$ cat src/rtl/seven_seg_pkg.sv
// Shared constants and the hex-to-segment lookup for the seven-segment display blocks.
// Patterns are active-low with bit0 = segment a through bit6 = segment g.
package seven_seg_pkg;

  localparam logic [6:0] SEG_BLANK = 7'h7F;

  localparam logic [6:0] SEG_HEX [16] = '{
    7'h40, 7'h79, 7'h24, 7'h30,
    7'h19, 7'h12, 7'h02, 7'h78,
    7'h00, 7'h10, 7'h08, 7'h03,
    7'h46, 7'h21, 7'h06, 7'h0E
  };

  function automatic logic [6:0] seg_hex(input logic [3:0] nibble);
    return SEG_HEX[nibble];
  endfunction

endpackage

$ cat src/rtl/seven_seg_hex_dec.sv
// Combinational single-digit hex decoder; usable on its own for static displays.
module seven_seg_hex_dec
  import seven_seg_pkg::*;
(
  input  logic [3:0] nibble,
  output logic [6:0] seg_n
);

  assign seg_n = seg_hex(nibble);

endmodule

$ cat src/rtl/seven_seg_scan.sv
// Time-multiplexed N-digit common-anode driver with a double-buffered display value,
// per-digit decimal points and optional leading-zero blanking.
module seven_seg_scan
  import seven_seg_pkg::*;
#(
  parameter int unsigned N_DIGITS = 4,
  parameter int unsigned DIV      = 50000
) (
  input  logic                    clk,
  input  logic                    rst_n,
  input  logic                    en,
  input  logic                    load,
  input  logic [4*N_DIGITS-1:0]   value,
  input  logic [N_DIGITS-1:0]     dp_in,
  input  logic                    blank_lz,
  output logic [6:0]              seg_n,
  output logic                    dp_n,
  output logic [N_DIGITS-1:0]     an_n,
  output logic                    frame_done
);

  localparam int unsigned PW = (DIV > 1) ? $clog2(DIV) : 1;
  localparam int unsigned IW = (N_DIGITS > 1) ? $clog2(N_DIGITS) : 1;
  localparam logic [PW-1:0] PRESC_MAX = PW'(DIV - 1);
  localparam logic [IW-1:0] IDX_MAX   = IW'(N_DIGITS - 1);

  typedef struct packed {
    logic [4*N_DIGITS-1:0] value;
    logic [N_DIGITS-1:0]   dp;
    logic                  blank_lz;
  } disp_buf_t;

  logic [PW-1:0]       presc_q, presc_d;
  logic [IW-1:0]       idx_q, idx_d;
  disp_buf_t           pend_q, pend_d;
  disp_buf_t           act_q, act_d;
  disp_buf_t           live;
  logic [6:0]          seg_q, seg_d;
  logic                dp_q, dp_d;
  logic [N_DIGITS-1:0] an_q, an_d;
  logic                frame_done_q;

  logic                tick;
  logic                wrap;
  logic [3:0]          cur_nibble;
  logic                cur_dp;
  logic                cur_blank;
  logic [N_DIGITS-1:0] onehot;
  logic [6:0]          hex_seg;

  assign live = '{value: value, dp: dp_in, blank_lz: blank_lz};
  assign tick = (presc_q == PRESC_MAX);
  assign wrap = tick && (idx_q == IDX_MAX);

  // Scan timing runs independently of en so re-enabling never resets the phase.
  always_comb begin
    presc_d = tick ? '0 : presc_q + 1'b1;
    idx_d   = idx_q;
    if (tick) begin
      idx_d = (idx_q == IDX_MAX) ? '0 : idx_q + 1'b1;
    end
  end

  // A load coinciding with the frame boundary goes straight to the active buffer.
  always_comb begin
    pend_d = load ? live : pend_q;
    act_d  = act_q;
    if (wrap) begin
      act_d = load ? live : pend_q;
    end
  end

  // Select the current digit; a digit is blanked only when it and all digits above are zero.
  always_comb begin
    cur_nibble = 4'h0;
    cur_dp     = 1'b0;
    cur_blank  = 1'b0;
    onehot     = '0;
    for (int k = 0; k < N_DIGITS; k++) begin
      onehot[k] = (idx_q == IW'(k));
      if (idx_q == IW'(k)) begin
        cur_nibble = act_q.value[4*k +: 4];
        cur_dp     = act_q.dp[k];
        cur_blank  = (k != 0) && act_q.blank_lz && ((act_q.value >> (4 * k)) == '0);
      end
    end
  end

  seven_seg_hex_dec u_hex_dec (
    .nibble (cur_nibble),
    .seg_n  (hex_seg)
  );

  always_comb begin
    seg_d = (!en || cur_blank) ? SEG_BLANK : hex_seg;
    dp_d  = en ? ~cur_dp : 1'b1;
    an_d  = en ? ~onehot : '1;
  end

  always_ff @(posedge clk) begin
    if (!rst_n) begin
      presc_q      <= '0;
      idx_q        <= '0;
      pend_q       <= '0;
      act_q        <= '0;
      seg_q        <= SEG_BLANK;
      dp_q         <= 1'b1;
      an_q         <= '1;
      frame_done_q <= 1'b0;
    end else begin
      presc_q      <= presc_d;
      idx_q        <= idx_d;
      pend_q       <= pend_d;
      act_q        <= act_d;
      seg_q        <= seg_d;
      dp_q         <= dp_d;
      an_q         <= an_d;
      frame_done_q <= wrap;
    end
  end

  assign seg_n      = seg_q;
  assign dp_n       = dp_q;
  assign an_n       = an_q;
  assign frame_done = frame_done_q;

endmodule

$ cat config.mk
export PLATFORM = sky130hd
export DESIGN_NAME = seven_seg_scan
export DESIGN_NICKNAME = d
export VERILOG_FILES = /design/src/rtl/seven_seg_pkg.sv /design/src/rtl/seven_seg_hex_dec.sv /design/src/rtl/seven_seg_scan.sv
export SDC_FILE = /design/constraint.sdc
export NUM_CORES = 1
export LEC_CHECK = 0
export ABC_AREA = 1
export CAP_MARGIN = 10
export CORE_UTILIZATION = 40
export CTS_CLUSTER_SIZE = 8
export DETAILED_ROUTE_END_ITERATION = 10
export GPL_TIMING_DRIVEN = 0
export REMOVE_ABC_BUFFERS = 1
export SLEW_MARGIN = 15
export SYNTH_ARGS = -nofsm -noshare
export SYNTH_HDL_FRONTEND = slang
export SYNTH_SLANG_ARGS = --single-unit
$ cat constraint.sdc
create_clock -name clk -period 2.2 [get_ports clk]
set_input_delay 0.22 -clock clk [delete_from_list [all_inputs] [get_ports clk]]
set_output_delay 0.22 -clock clk [all_outputs]
set_load 0.03 [all_outputs]
# --- Yosys cells after proc, flatten, opt, wreduce, memory -nomap -nowiden ---
# Memory sizes are Yosys's and may differ from the RTL's. A register that Yosys moved wholly into a read port is not among the register bits.
# Index checks and enable logic that the tools add are counted.
word_totals:
  n_memories: 1
  register_bits: 66
  mem_bits_ro: 112
classes:
  add_sub_neg: 2
  bitwise_logic: 4
  n_mux: 13
  n_eq_ne: 4
  reduce_logical: 13
memory_table:
  columns: ["name", "depth", "word_bits", "rd", "rd_clocked_by_memory_dff", "write_ports", "line_no", "text"]
  rows:
  - ["(no name shown)", 16, 7, 1, 1, 0, "seven_seg_pkg.sv:15", "return SEG_HEX[nibble];"]
op_table:
  columns: ["cell", "count"]
  rows:
  - ["$logic_not A16 Y1", 3]
  - ["$mux W21", 1]
  - ["$add A16 B1 Y16 const B", 1]
  - ["$eq A16 B16 Y1 const B", 1]
  - ["$mux W4", 4]
  - ["$mux W1", 7]
  - ["$not A4 Y5", 1]
  - ["$eq A2 B2 Y1 const B", 2]
  - ["$logic_and A1 B1 Y1", 4]
  - ["$not A4 Y4", 1]
  - ["$reduce_or A2 Y1", 2]
  - ["$add A2 B1 Y2 const B", 1]
  - ["$eq A2 B1 Y1 const B", 1]
  - ["$logic_not A2 Y1", 1]
  - ["$mux W2", 1]
  - ["$not A1 Y1", 2]
  - ["$reduce_and A2 Y1", 1]
  - ["$logic_not A1 Y1", 1]
  - ["$logic_or A1 B1 Y1", 1]

# --- Longest topological paths before layout ---
depth:
  word_depth: 7
  ltp_mapped: 13
  mapped_depth_nobuf: 13

# --- Hierarchy ---
# Synthesis repeated with hierarchy kept, for this count alone.
hier_totals:
  hier_cells: 486
  area_unflattened_um2: 3459.6
by_module_without_submodules:
  columns: ["mod", "cells_per_inst", "instances", "area_each_um2"]
  rows:
  - ["seven_seg_scan", 433, 1, 3174.3]
  - ["seven_seg_hex_dec", 53, 1, 285.3]

# --- Worst setup path before layout ---
# No wires, ideal clock.
synth_path:
  kind: "flip-flop to flip-flop"
  startpoint: "register idx_q[0]"
  endpoint: "register seg_q[1] (netlist: seg_n[1])"
  arrival_time_ns: 1.719
  required_time_ns: 2.078
  path_slack_ns: 0.359
  synth_period_minus_slack_ns: 1.841
  setup_ns: 0.122
  stages_incl_launch_ff: 12
  cell_sequence: "dfxtp_1 inv_1 ha_1 buf_4 a21oi_1 nand2_1 a21boi_1 ha_1 nand2_1 nand2_1 nand2_1 nand2_1"
synth_between:
  elab_chain_cells: 6
  elab_cells_between_ends: 14
  cone_classes: "eq/ne (3); mux (7); bitwise (1); reduce/logical (3)"
synth_lines:
  columns: ["item", "line_no", "text"]
  rows:
  - ["start: declaration", "seven_seg_scan.sv:34", "logic [IW-1:0] idx_q, idx_d;"]
  - ["start signal: assignment", "seven_seg_scan.sv:112", "idx_q <= idx_d;"]
  - ["$eq A2 B1 Y1 / $logic_not A2 Y1 (equally long branches)", "seven_seg_scan.sv:81", "if (idx_q == IW'(k)) begin"]
  - ["$mux W1 / $mux W4 (equally long branches) (3 in a row)", "seven_seg_scan.sv:81", null]
  - ["$logic_or A1 B1 Y1 / $mux W4 (equally long branches)", "seven_seg_scan.sv:95, seven_seg_scan.sv:81", null]
  - ["$reduce_or A2 Y1 (no line) / $not A4 Y5 (equally long branches)", null, null]
  - ["end: declaration", "seven_seg_scan.sv:38", "logic [6:0] seg_q, seg_d;"]
# Parallel ways exist; a longest one is shown, timed or not.
# A chain may end at the register's enable or synchronous reset.

# --- Worst setup path after layout ---
layout_path:
  startpoint: "register idx_q[1]"
  endpoint: "register seg_q[0] (netlist: seg_n[0])"
# Same word-level chain as after synthesis.

==> metrics.txt <==
Critical Path AT=2190 ps; Netlist cell types=34; total wire length=7120 um; Gate Count Post-Synth=496; Layout fillers=898; Critical Path Start Type=flop; Max Fclk=0.505 GHz; Post-route DRC=6; die outline height=97.7 um; Reg power frac=52.7%; Max Cap Viol=0; CTS tree=done; final instance area=0.00429 mm^2; htree depth=3; Worst slew margin=50.8%; CP Capture Type=flop; combinational power share=7.2%; DPL Wire Length=4950 um; yosys synthesis warning count=0; port bufs=37; hold slack=338 ps; placed inst area=0.00406 mm^2; sequential share of the synthesized area=39.9%; Fin. Hold Viols=0; clock power share=40.1%; vias in the first global route=2,748; DRT antenna net count=0; clock skew=9.33 ps; switch share=23.3%; leakage power=1.92 nW; fin crit share=90.0%; postcts setup bufs=0; Crit Path Category=flop to flop; Ports=38; total CTS buffers=9; cts hold-fix bufs=0; setup_tns=0 ps; Sw Pwr=0.000604 W; Ant. Diodes=0; Cell Rows=34; first-pass GRT wire length=12,200 um; clk slew on worst S/H paths=80 ps; biggest area consumer among synthesized cells=dfxtp_1; Worst Path Max Fanout=7; GP Congestion=0.797; Max Buffers Root-to-Sink=2; Peak VDD IR=0.000380 V; ranking of synthesized cells by area=dfxtp_1 (40%), nand2_1 (12%), inv_1 (7.2%); Register Area=0.00146 mm^2; nets=562; failing checks=DRC; DR iter-0 viols=97; layout cells sized above 1=15.6%; Worst-Skew Late Latency=350 ps; Die ar.=0.00955 mm^2; commonest non-fill, non-tap cell in the layout=nand2_1; initial cell density of the core=41.6%; Worst Hold Class=input pin to flop; Multi-input gate area=0.00182 mm^2; GRT Total Usage=15.9%; Synth top area share=39.9%; syn avg cell area=7.39 um^2; Vias=3,038; largest net degree at the start of global routing=43; total power=0.00259 W; core footprint=0.00881 mm^2; WL per Instance=11.1 um; status=complete, but fails checks; Tmin final=1980 ps; synthesized flop and latch total=73; Max Slew Vio Count=0; RSZ-0062 raised after global routing=no; antenna violations before repair=0; clock sink count=73; Worst Path Required=2410 ps; gr ovfl total=0; vias per cell=4.75; cell area after synthesis=0.00367 mm^2; chip width=97.7 um; DRT Pass-1 Iters=8; worst-margin pin slew=737 ps; Power Density=604 mW/mm^2; final setup fails=0; Pint=0.00199 W; root buffer cell=clkbuf_8; most frequent cells in the layout=nand2_1 (120), dfxtp_1 (71), inv_1 (70); Layout area overhead=17.1%
per-layer routing:
metal	GRT usage, %	share of wire (%)	up-vias
met5	0	0	-
met4	5.71	1.1	0
met3	5.23	4.1	7
met2	25.6	46	48
met1	20.0	49	1338
li1	-	-	1645
flip-flops by register name, indices dropped and copies added (netlist names):
name	cells
pend_q	21
seg_n	7
presc_q	16
act_q	21
an_n	4
dp_n	1
frame_done	1
idx_q	2
synthesized netlist by cell type:
library cell and count:
nor4_1 1, ha_1 11, nand3_2 21, o21ai_0 23, dfxtp_1 73, a21oi_1 14, o21ai_2 1, nand2_1 120
buf_2 1, nor3_1 8, nand2_4 3, a21boi_1 2, o211ai_1 1, buf_8 1, buf_6 4, buf_4 4
inv_2 7, nor2_2 8, nand2_2 5, xor2_1 2, or2_2 1, a21oi_2 7, nand3_1 27, nand3b_1 2
nor3_2 1, inv_1 70, o31ai_1 1, nand4_1 25, or2_0 1, nor2_4 3, clkbuf_1 10, nor2_1 36
or2_1 1, nor3_4 1
cells by family (layout without fill, tap and decap cells):
family / count (synthesis) / after routing / share of synthesized area (%)
simple gates: 264 / 265 / 36.6
buf+inv: 97 / 131 / 11.5
flops: 73 / 73 / 39.9
compound gates: 49 / 49 / 7.78
fa+ha+maj: 11 / 11 / 3.75
xor+xnor: 2 / 2 / 0.478
per-stage QoR:
step                      worst slack (ps)  utilization, %  instances
after floorplan                       31.7               -        476
after global placement               -1200            45.9        621
after detailed placement              -472            46.1        622
after CTS                             12.1            48.5        638
after global routing                  26.8            48.7        639
final                                  221            48.7        639
final timing paths:
path / from / end / slack, ps / cells past startpoint
setup / recovery: idx_q[1]$_SDFFE_PN0N_ / seg_n[0]$_SDFF_PP1_ / 220 / 11
setup reg to reg: idx_q[1]$_SDFFE_PN0N_ / seg_n[0]$_SDFF_PP1_ / 220 / 11
hold reg to reg: act_q[14]$_SDFFE_PN0P_ / act_q[14]$_SDFFE_PN0P_ / 460 / 2
hold / removal: rst_n / act_q[14]$_SDFFE_PN0P_ / 340 / 3
worst max-delay path: stages, from the launching register on:
cell and delay, ps:
dfxtp_2 350, inv_1 80, ha_1 310, inv_2 110
nand3_1 80, nand2_1 130, nand2_1 90, nand2_1 110
ha_1 250, nand3b_1 170, nand3_1 100, nand3_1 70
repair_timing:
action	CTS	global route
pin swaps	0	1
setup endpoints to repair	20	9
gates resized for setup	3	5
gates cloned	0	1
final cells by class:
| cell class | instances | area share (%) |
|---|---|---|
| Multi-Input combinational cell | 327 | 42.4 |
| Inverter | 77 | 6.73 |
| Tap cell | 108 | 3.15 |
| Clock inverter | 5 | 1.28 |
| Clock buffer | 11 | 3.29 |
| Sequential cell | 73 | 34.1 |
| Timing Repair Buffer | 38 | 9.04 |
power groups by stage:
stage                     clock network (W)  logic [W]  registers, W
after floorplan                           0  0.0000758       0.00141
after global placement                    0   0.000184       0.00140
after detailed placement                  0   0.000192       0.00140
after CTS                           0.00108   0.000192       0.00137
after global routing                0.00114   0.000213       0.00137
final                               0.00104   0.000186       0.00137
(Power assumes the default switching activity.)
